==> config.mk <==
export PLATFORM = sky130hd
export DESIGN_NAME = gemm_operand_collector_flat
export DESIGN_NICKNAME = d
export VERILOG_FILES = /design/src/rtl/sp_types_pkg.sv /design/src/rtl/gemm_operand_collector_if.sv /design/src/rtl/gemm_operand_collector.sv /design/src/flat_wrapper.sv
export SDC_FILE = /design/constraint.sdc
export NUM_CORES = 1
export LEC_CHECK = 0
export CAP_MARGIN = 15
export CORE_AREA = 2 2 331 333
export DETAILED_ROUTE_END_ITERATION = 6
export DIE_AREA = 0 0 333 335
export GPL_ROUTABILITY_DRIVEN = 0
export SYNTH_ARGS = -nofsm -noshare
export SYNTH_HDL_FRONTEND = slang
export SYNTH_SLANG_ARGS = --single-unit
export TNS_END_PERCENT = 10
==> constraint.sdc <==
create_clock -name CLK -period 4.7 [get_ports CLK]
set_input_delay 0.94 -clock CLK [delete_from_list [all_inputs] [get_ports CLK]]
set_output_delay 0.94 -clock CLK [all_outputs]
set_load 0.02 [all_outputs]
==> src/rtl/sp_types_pkg.sv <==
// Shared scratchpad types: the gemm read-FIFO entry layout and its mat_t encoding.
package sp_types_pkg;

    localparam int BITS_PER_ROW = 64;
    localparam int MAT_S_W      = 4;
    localparam int ROW_S_W      = 2;

    localparam logic [1:0] MAT_T_NONE    = 2'd0;
    localparam logic [1:0] MAT_T_INPUT   = 2'd1;
    localparam logic [1:0] MAT_T_WEIGHT  = 2'd2;
    localparam logic [1:0] MAT_T_PARTIAL = 2'd3;

    typedef struct packed {
        logic [1:0]              mat_t;
        logic [MAT_S_W-1:0]      mat_s;
        logic [ROW_S_W-1:0]      row_s;
        logic [BITS_PER_ROW-1:0] data;
    } gemmFIFO_t;

endpackage

==> src/rtl/gemm_operand_collector_if.sv <==
// Bundle between the gemm read FIFO, the operand collector and the systolic array.
interface gemm_operand_collector_if #(
    parameter int BITS_PER_ROW = sp_types_pkg::BITS_PER_ROW
);
    import sp_types_pkg::*;

    logic                      gemmFIFO_empty;
    gemmFIFO_t                 gemmFIFO_rdata;
    logic                      gemmFIFO_REN;
    logic                      gemm_start;
    logic                      gemm_ready;
    logic [4*BITS_PER_ROW-1:0] gemm_input;
    logic [4*BITS_PER_ROW-1:0] gemm_weight;
    logic [4*BITS_PER_ROW-1:0] gemm_partial;
    logic [MAT_S_W-1:0]        gemm_mat_s;
    logic                      dup_err;
    logic                      type_err;

    modport master (
        input  gemmFIFO_empty, gemmFIFO_rdata, gemm_ready,
        output gemmFIFO_REN, gemm_start, gemm_input, gemm_weight, gemm_partial,
               gemm_mat_s, dup_err, type_err
    );

    modport slave (
        output gemmFIFO_empty, gemmFIFO_rdata, gemm_ready,
        input  gemmFIFO_REN, gemm_start, gemm_input, gemm_weight, gemm_partial,
               gemm_mat_s, dup_err, type_err
    );

endinterface

==> src/rtl/gemm_operand_collector.sv <==
// Gathers 12 rows (input/weight/partial x 4) from the gemm FIFO in any order and
// presents them to the systolic array as one operand set with a start/ready handshake.
module gemm_operand_collector #(
    parameter int BITS_PER_ROW = sp_types_pkg::BITS_PER_ROW
) (
    input logic                      CLK,
    input logic                      RST,
    gemm_operand_collector_if.master bus
);
    import sp_types_pkg::*;

    localparam int NUM_ROWS = 12;

    typedef enum logic {COLLECT, ISSUE} state_t;

    state_t                  state, state_next;
    logic [BITS_PER_ROW-1:0] rows [NUM_ROWS];
    logic [NUM_ROWS-1:0]     valid, valid_set;
    logic [MAT_S_W-1:0]      mat_s_q;
    logic [3:0]              base, idx;
    logic                    legal, pop, start, handshake, dup_q, type_q;

    // Flat row index: input rows 0-3, weight rows 4-7, partial rows 8-11.
    always_comb begin
        legal = 1'b1;
        base  = 4'd0;
        case (bus.gemmFIFO_rdata.mat_t)
            MAT_T_INPUT:   base = 4'd0;
            MAT_T_WEIGHT:  base = 4'd4;
            MAT_T_PARTIAL: base = 4'd8;
            default:       legal = 1'b0;
        endcase
        idx = base + {2'b00, bus.gemmFIFO_rdata.row_s};
    end

    always_comb begin
        state_next = state;
        pop        = 1'b0;
        start      = 1'b0;
        handshake  = 1'b0;
        valid_set  = valid;
        case (state)
            COLLECT: begin
                pop = !bus.gemmFIFO_empty && !RST;
                if (pop && legal) valid_set[idx] = 1'b1;
                if (&valid_set) state_next = ISSUE;
            end
            ISSUE: begin
                start     = !RST;
                handshake = start && bus.gemm_ready;
                if (handshake) begin
                    state_next = COLLECT;
                    valid_set  = '0;
                end
            end
            default: state_next = COLLECT;
        endcase
    end

    always_ff @(posedge CLK) begin
        if (RST) begin
            state   <= COLLECT;
            valid   <= '0;
            mat_s_q <= '0;
            dup_q   <= 1'b0;
            type_q  <= 1'b0;
            for (int i = 0; i < NUM_ROWS; i++) rows[i] <= '0;
        end else begin
            state  <= state_next;
            valid  <= valid_set;
            dup_q  <= pop && legal && valid[idx];
            type_q <= pop && !legal;
            if (pop && legal) rows[idx] <= BITS_PER_ROW'(bus.gemmFIFO_rdata.data);
            if (pop && bus.gemmFIFO_rdata.mat_t == MAT_T_PARTIAL)
                mat_s_q <= bus.gemmFIFO_rdata.mat_s;
        end
    end

    assign bus.gemmFIFO_REN = pop;
    assign bus.gemm_start   = start;
    assign bus.gemm_input   = {rows[3], rows[2], rows[1], rows[0]};
    assign bus.gemm_weight  = {rows[7], rows[6], rows[5], rows[4]};
    assign bus.gemm_partial = {rows[11], rows[10], rows[9], rows[8]};
    assign bus.gemm_mat_s   = mat_s_q;
    assign bus.dup_err      = dup_q;
    assign bus.type_err     = type_q;

endmodule
==> src/flat_wrapper.sv <==
// flat-port wrapper written by rule: the top's interface ports become plain ports
module gemm_operand_collector_flat import sp_types_pkg::*;
#(
    parameter int BITS_PER_ROW = sp_types_pkg::BITS_PER_ROW
)
  (CLK, RST, bus_gemmFIFO_empty, bus_gemmFIFO_rdata, bus_gemm_ready, bus_gemmFIFO_REN, bus_gemm_start, bus_gemm_input, bus_gemm_weight, bus_gemm_partial, bus_gemm_mat_s, bus_dup_err, bus_type_err);
  gemm_operand_collector_if #(.BITS_PER_ROW(BITS_PER_ROW)) bus_i ();
  input logic CLK;
  input logic RST;
  input wire logic [$bits(bus_i.gemmFIFO_empty)-1:0] bus_gemmFIFO_empty;
  input wire logic [$bits(bus_i.gemmFIFO_rdata)-1:0] bus_gemmFIFO_rdata;
  input wire logic [$bits(bus_i.gemm_ready)-1:0] bus_gemm_ready;
  output wire logic [$bits(bus_i.gemmFIFO_REN)-1:0] bus_gemmFIFO_REN;
  output wire logic [$bits(bus_i.gemm_start)-1:0] bus_gemm_start;
  output wire logic [$bits(bus_i.gemm_input)-1:0] bus_gemm_input;
  output wire logic [$bits(bus_i.gemm_weight)-1:0] bus_gemm_weight;
  output wire logic [$bits(bus_i.gemm_partial)-1:0] bus_gemm_partial;
  output wire logic [$bits(bus_i.gemm_mat_s)-1:0] bus_gemm_mat_s;
  output wire logic [$bits(bus_i.dup_err)-1:0] bus_dup_err;
  output wire logic [$bits(bus_i.type_err)-1:0] bus_type_err;
  assign bus_i.gemmFIFO_empty = bus_gemmFIFO_empty;
  assign bus_i.gemmFIFO_rdata = bus_gemmFIFO_rdata;
  assign bus_i.gemm_ready = bus_gemm_ready;
  assign bus_gemmFIFO_REN = bus_i.gemmFIFO_REN;
  assign bus_gemm_start = bus_i.gemm_start;
  assign bus_gemm_input = bus_i.gemm_input;
  assign bus_gemm_weight = bus_i.gemm_weight;
  assign bus_gemm_partial = bus_i.gemm_partial;
  assign bus_gemm_mat_s = bus_i.gemm_mat_s;
  assign bus_dup_err = bus_i.dup_err;
  assign bus_type_err = bus_i.type_err;
  gemm_operand_collector #(.BITS_PER_ROW(BITS_PER_ROW)) u_core (.CLK(CLK), .RST(RST), .bus(bus_i));
endmodule
======== After elaboration in Yosys (flattened, before gate mapping) ========
Memory sizes are Yosys's and may differ from the RTL's.
Cells that the tools add are included.
storage, ports and cells
  register bits after elaboration ......... 19
  bits in writable memories ............... 768
  bits of input ports ..................... 76
  output and inout bits ................... 776
  word-level logic and storage cells ...... 52
  memories kept ........................... 1
cells by class
  add/subtract/negate cells ............... 1
  $lt $le $gt $ge ......................... 2
  equality and inequality tests ........... 4
  mux-type cells .......................... 23
  bitwise operators ....................... 2
  reduce and logical (&&, ||, !) cells .... 14
memories
  name         words  width  read ports  clocked after memory_dff  write ports  line                          RTL
  u_core.rows  12     64     12          0                         12           gemm_operand_collector.sv:17  logic [BITS_PER_ROW-1:0] rows [NUM_ROWS];
operator list
  cell                                                                                  number
  64-bit 2-to-1 mux                                                                     1
  64-bit OR reduction                                                                   1
  12-bit 2-to-1 mux                                                                     3
  12-bit case mux with 2 select lines                                                   1
  1-bit 2-to-1 mux                                                                      13
  12-bit bitwise OR                                                                     1
  12-bit AND reduction                                                                  1
  1-bit logical AND                                                                     8
  4-bit case mux with 2 select lines                                                    1
  4-bit by 5-bit less-than comparator with 1-bit output (second input constant)         1
  4-bit by 2-bit adder with 4-bit output                                                1
  1-bit binary-select mux with 4-bit select                                             1
  1-bit demux with 4-bit select                                                         1
  2-bit equality test (second input constant)                                           2
  4-bit by 1-bit greater-or-equal comparator with 1-bit output (second input constant)  1
  4-bit 2-to-1 mux                                                                      1
  1-bit zero test                                                                       3
  3-bit OR reduction                                                                    1
  2-bit by 1-bit equality test with 1-bit output (second input constant)                1
  2-bit != test (second input constant)                                                 1
  1-bit case mux with 2 select lines                                                    1
  1-bit NOT                                                                             1

======== Depth between registers and ports, before layout ========
  word-level depth ........................ 13
  gate-level depth with buffers ........... 7
  gate-level depth less buffers ........... 5

======== Least setup slack after synthesis ========
Ideal clock, no wire load.
  kind .................................... input-to-reg
  from .................................... input port bus_gemmFIFO_rdata[64]
  to ...................................... memory u_core.rows[8][0], enable pin
  library setup time ...................... 0.394 ns
  arrival time ............................ 2.901 ns
  required time ........................... 4.306 ns
  slack ................................... 1.405 ns
  cell stages on the path ................. 6
  path buffers ............................ 3
  cells stage by stage .................... buf_6 > or4_4 > buf_6 > nor3_4 > buf_6 > or2_2
RTL lines
  element             line                          RTL
  start: declaration  flat_wrapper.sv:11            input wire logic [$bits(bus_i.gemmFIFO_rdata)-1:0] bus_gemmFIFO_rdata;
  end: declaration    gemm_operand_collector.sv:17

======== Final worst setup path ========
  from .................................... input port RST
  to ...................................... output port bus_gemmFIFO_REN
between the ends
  longest elaborated chain between the ends .. 3
ends and longest elaborated chain
  element             line                          RTL
  start: declaration  flat_wrapper.sv:9             input logic RST;
  1-bit zero test     gemm_operand_collector.sv:44  pop = !bus.gemmFIFO_empty && !RST;
  1-bit logical AND   gemm_operand_collector.sv:44
  1-bit 2-to-1 mux    gemm_operand_collector.sv:42  case (state)
  end: declaration    flat_wrapper.sv:13            output wire logic [$bits(bus_i.gemmFIFO_REN)-1:0] bus_gemmFIFO_REN;
Every way passes these cells.

==> summary.md <==
| Metric | Value |
|---|---|
| Minimum clock period | `3740 ps` |
| Most frequent CP cell | `clkdlybuf4s50_1` |
| Pwr per Cell Area | `roughly 380 mW/mm2` |
| Cell area after synthesis | `0.0296 mm2` |
| Final instance area | `roughly 0.042 mm2` |
| Routed len/inst | `25.2 um` |
| Initial antenna violation count | `13` |
| Min-delay worst type | `reg -> reg` |
| Post-CTS Setup Inserts | `0` |
| Root buffer selected by CTS | `clkbuf_16` |
| Number of fill cells | `10036` |
| Worst VDD drop | `0.291 mV` |
| First-pass GRT wire length | `around 140000 um` |
| Final HPWL DP | `68200 um` |
| Cts hold-fix bufs | `0` |
| DRT met1 WL | `39600 um` |
| Hold_ws | `494 ps` |
| Fmax | `0.267 GHz` |
| Total Power | `roughly 16 mW` |
| Clock transition at path regs | `roughly 60 ps` |
| Largest net degree at the start of global routing | `66` |
| Routed via count | `17919` |
| Post-route setup TNS | `0 ps` |
| Core Footprint | `about 0.11 mm2` |
| Final Slew Violations | `0` |
| I/O pin total | `between 800 and 900` |
| Vias in the first global route | `17717` |
| Sequential element share of the synthesized area | `just under 80%` |
| Largest family of logic cells by synthesized area | `simple AND/OR/NAND/NOR gates` |
| Skew final | `19.7 ps` |
| Slowest cell on crit path | `clkdlybuf4s50_1` |
| Yosys top cell area share | `77.8%` |
| EDFF count, synth | `768` |
| Leading area contributor after synthesis | `edfxtp_1` |
| Worst Max-Slew Pin Slew | `1050 ps` |
| Yosys cell types | `33` |
| Tot GR Track Use | `18.0%` |
| Status | `finished, final reports clean` |
| Final nets | `2716` |
| Crit-path max FO | `9` |
| Critical path type | `in -> out` |
| Antenna-violating nets left | `0` |
| # clock sinks | `787` |
| Final setup fails | `0` |
| Cts repair resizes | `0` |
| RSZ-0062 raised after global routing | `false` |
| Rows | `121` |
| Mapped Cells | `1822` |
| Met3 WL | `10700 um` |
| Worst-Skew Late Latency | `around 670 ps` |
| Largest stage delay on the critical path | `660 ps` |
| Die width | `333 um` |
| Final period utilization | `79.6%` |
| Initial Util | `27.4%` |
| Total CTS buffers | `between 80 and 90` |
| Dpl cell area | `0.0397 mm2` |
| DR vias/cell | `about 4.3` |
| Uppermost layer routed | `met5` |
| CP startpoint kind | `input port` |
| Crit path buf inv count | `3` |
| Adder-Cell Fraction of Synth Area | `0%` |
| Slew headroom | `approximately 30%` |
| CTS H-Tree Depth | `3` |
| Die Span Y | `between 300 and 400 um` |
| CP Cell Sequence | `clkdlybuf4s50_1 -> or3_1 -> inv_1 -> clkdlybuf4s50_1` |
| First-pass detailed-route iteration total | `5` |
| CTS tree | `yes` |
| Compound-cell area share of the yosys netlist | `0.616%` |
| Final WL | `104000 um` |
| Top cells by area, synth | `edfxtp_1 78%, and2_1 16%, clkbuf_1 1.6%` |
| Mapped Nets | `between 1500 and 2000` |
| Layout cells sized above 1 | `6.59%` |
| Initial DRC count | `1729` |
| Delay-heaviest family, CP | `buffers and inverters` |
| DRC violation count after routing | `0` |
| Leak | `15.3 nW` |
| Post-synth ARST share | `0%` |
| Mux cell area share after synthesis | `0.266%` |
| Synthesis-stage register bit count | `787` |
| CP required | `3760 ps` |
| Fin. Hold Viols | `0` |
| CP Capture Type | `output pin` |
| Metal2 WL | `~50000 um` |
| Die area | `0.112 mm2` |
| Clock Tree Buf Depth | `3` |
| XOR/XNOR Fraction of Synth Area | `0%` |
| Max Cap Viol | `0` |
| Syn Area/Cell | `16.3 um2` |
| Syn. warnings | `0` |
| Area Growth Syn to Fin | `42.9%` |
| I/O Buffers | `851` |
| Gr ovfl total | `0` |
| Simple-Gate Fraction of Synth Area | `17.6%` |
| Top_reg_cell synth | `edfxtp_1` |
| CP Data Arrival Time | `2800 ps` |
## registers in the layout (all words and copies together) (netlist names)
| name | flops |
|---|---|
| u_core.rows | 768 |
| u_core.valid | 12 |
| u_core.bus.gemm_mat_s | 4 |
| u_core.bus.dup_err | 1 |
| u_core.bus.type_err | 1 |
| u_core.state | 1 |
## worst paths after layout
path | start | slack, ps | depth (start not counted) | end
min reg2reg | u_core.bus.gemm_mat_s[2] | 490 | 2 | u_core.bus.gemm_mat_s[2]
max | RST | 960 | 4 | bus_gemmFIFO_REN
min | u_core.bus.gemm_mat_s[2] | 490 | 2 | u_core.bus.gemm_mat_s[2]
max reg2reg | u_core.state | 1960 | 6 | u_core.rows[5][1]
## worst register-to-register path: cells and delay by family (launching register included)
family | cells | cell delay (ps)
AND/OR/NAND/NOR | 3 | 890
buffers and inverters | 3 | 1140
flip-flops | 1 | 580
## stage by stage
stage          util [%]  worst slack [ps]  cells
4_1_cts            39.2               983   4116
2_1_floorplan         -              1410   1822
3_3_place_gp       36.7               966   3966
6_report           39.2               961   4128
3_5_place_dp       36.7               899   3966
5_1_grt            39.2               935   4116
## Yosys cell counts, types with 2 or more instances
cell,number
nor2_1,18
nor3_4,3
nand2b_1,2
a22oi_1,2
a21o_1,2
a21oi_1,18
mux4_2,3
nand3_1,6
edfxtp_1,768
nor2b_1,2
dfxtp_1,19
nor3_1,10
o21ai_0,6
buf_6,13
buf_2,3
inv_1,4
nand2_1,7
a32oi_1,2
clkbuf_1,128
and2_1,769
nor4b_1,2
clkbuf_2,13
or2_2,12
## cells by family (layout without fill, tap and decap cells)
logic type | after synthesis | in the layout
and+or+nand+nor | 837 | 837
other | 0 | 12
AOI/OAI and AO/OA | 32 | 32
DFF | 787 | 787
buffers and inverters | 162 | 1042
muxes | 4 | 4
## cell usage in the layout, fill, tap and decap left out, drive strengths merged, types with 3 or more instances in the layout
master / count
clkdlybuf4s50: 851
and2: 769
edfxtp: 768
clkbuf: 110
buf: 37
clkinv: 32
dfxtp: 19
nor2: 18
a21oi: 18
nor3: 13
diode: 12
or2: 12
inv: 8
nand2: 7
nand3: 6
o21ai: 6
mux4: 3
bufinv: 3
## final cells by class
cell class                 instances  area, um2  share of cell area (%)
tap                             1414       1770                    4.18
timing repair buffer             888       8930                    21.1
multi-input combinational        873       5540                    13.1
sequential                       787      23400                    55.3
antenna                           12       30.0                  0.0709
inverter                           4       15.0                  0.0354
clock inverter                    40        389                   0.919
clock buffer                     110       2240                    5.29
## metal layers
metal  global-route usage [%]  up-vias
met4                     5.91        2
li1                         -     7926
met5                        0        -
met3                     6.07      155
met2                     30.2      930
met1                     21.8     8906
## power breakdown
| part | total, mW | internal, mW | switching [mW] |
|---|---|---|---|
| registers | 8.05 | 7.97 | 0.0805 |
| clock network | 6.42 | 3.57 | 2.85 |
| logic | 1.51 | 0.568 | 0.943 |
| total | 16.0 | 12.1 | 3.88 |
Power figures use the tool's default switching activity.
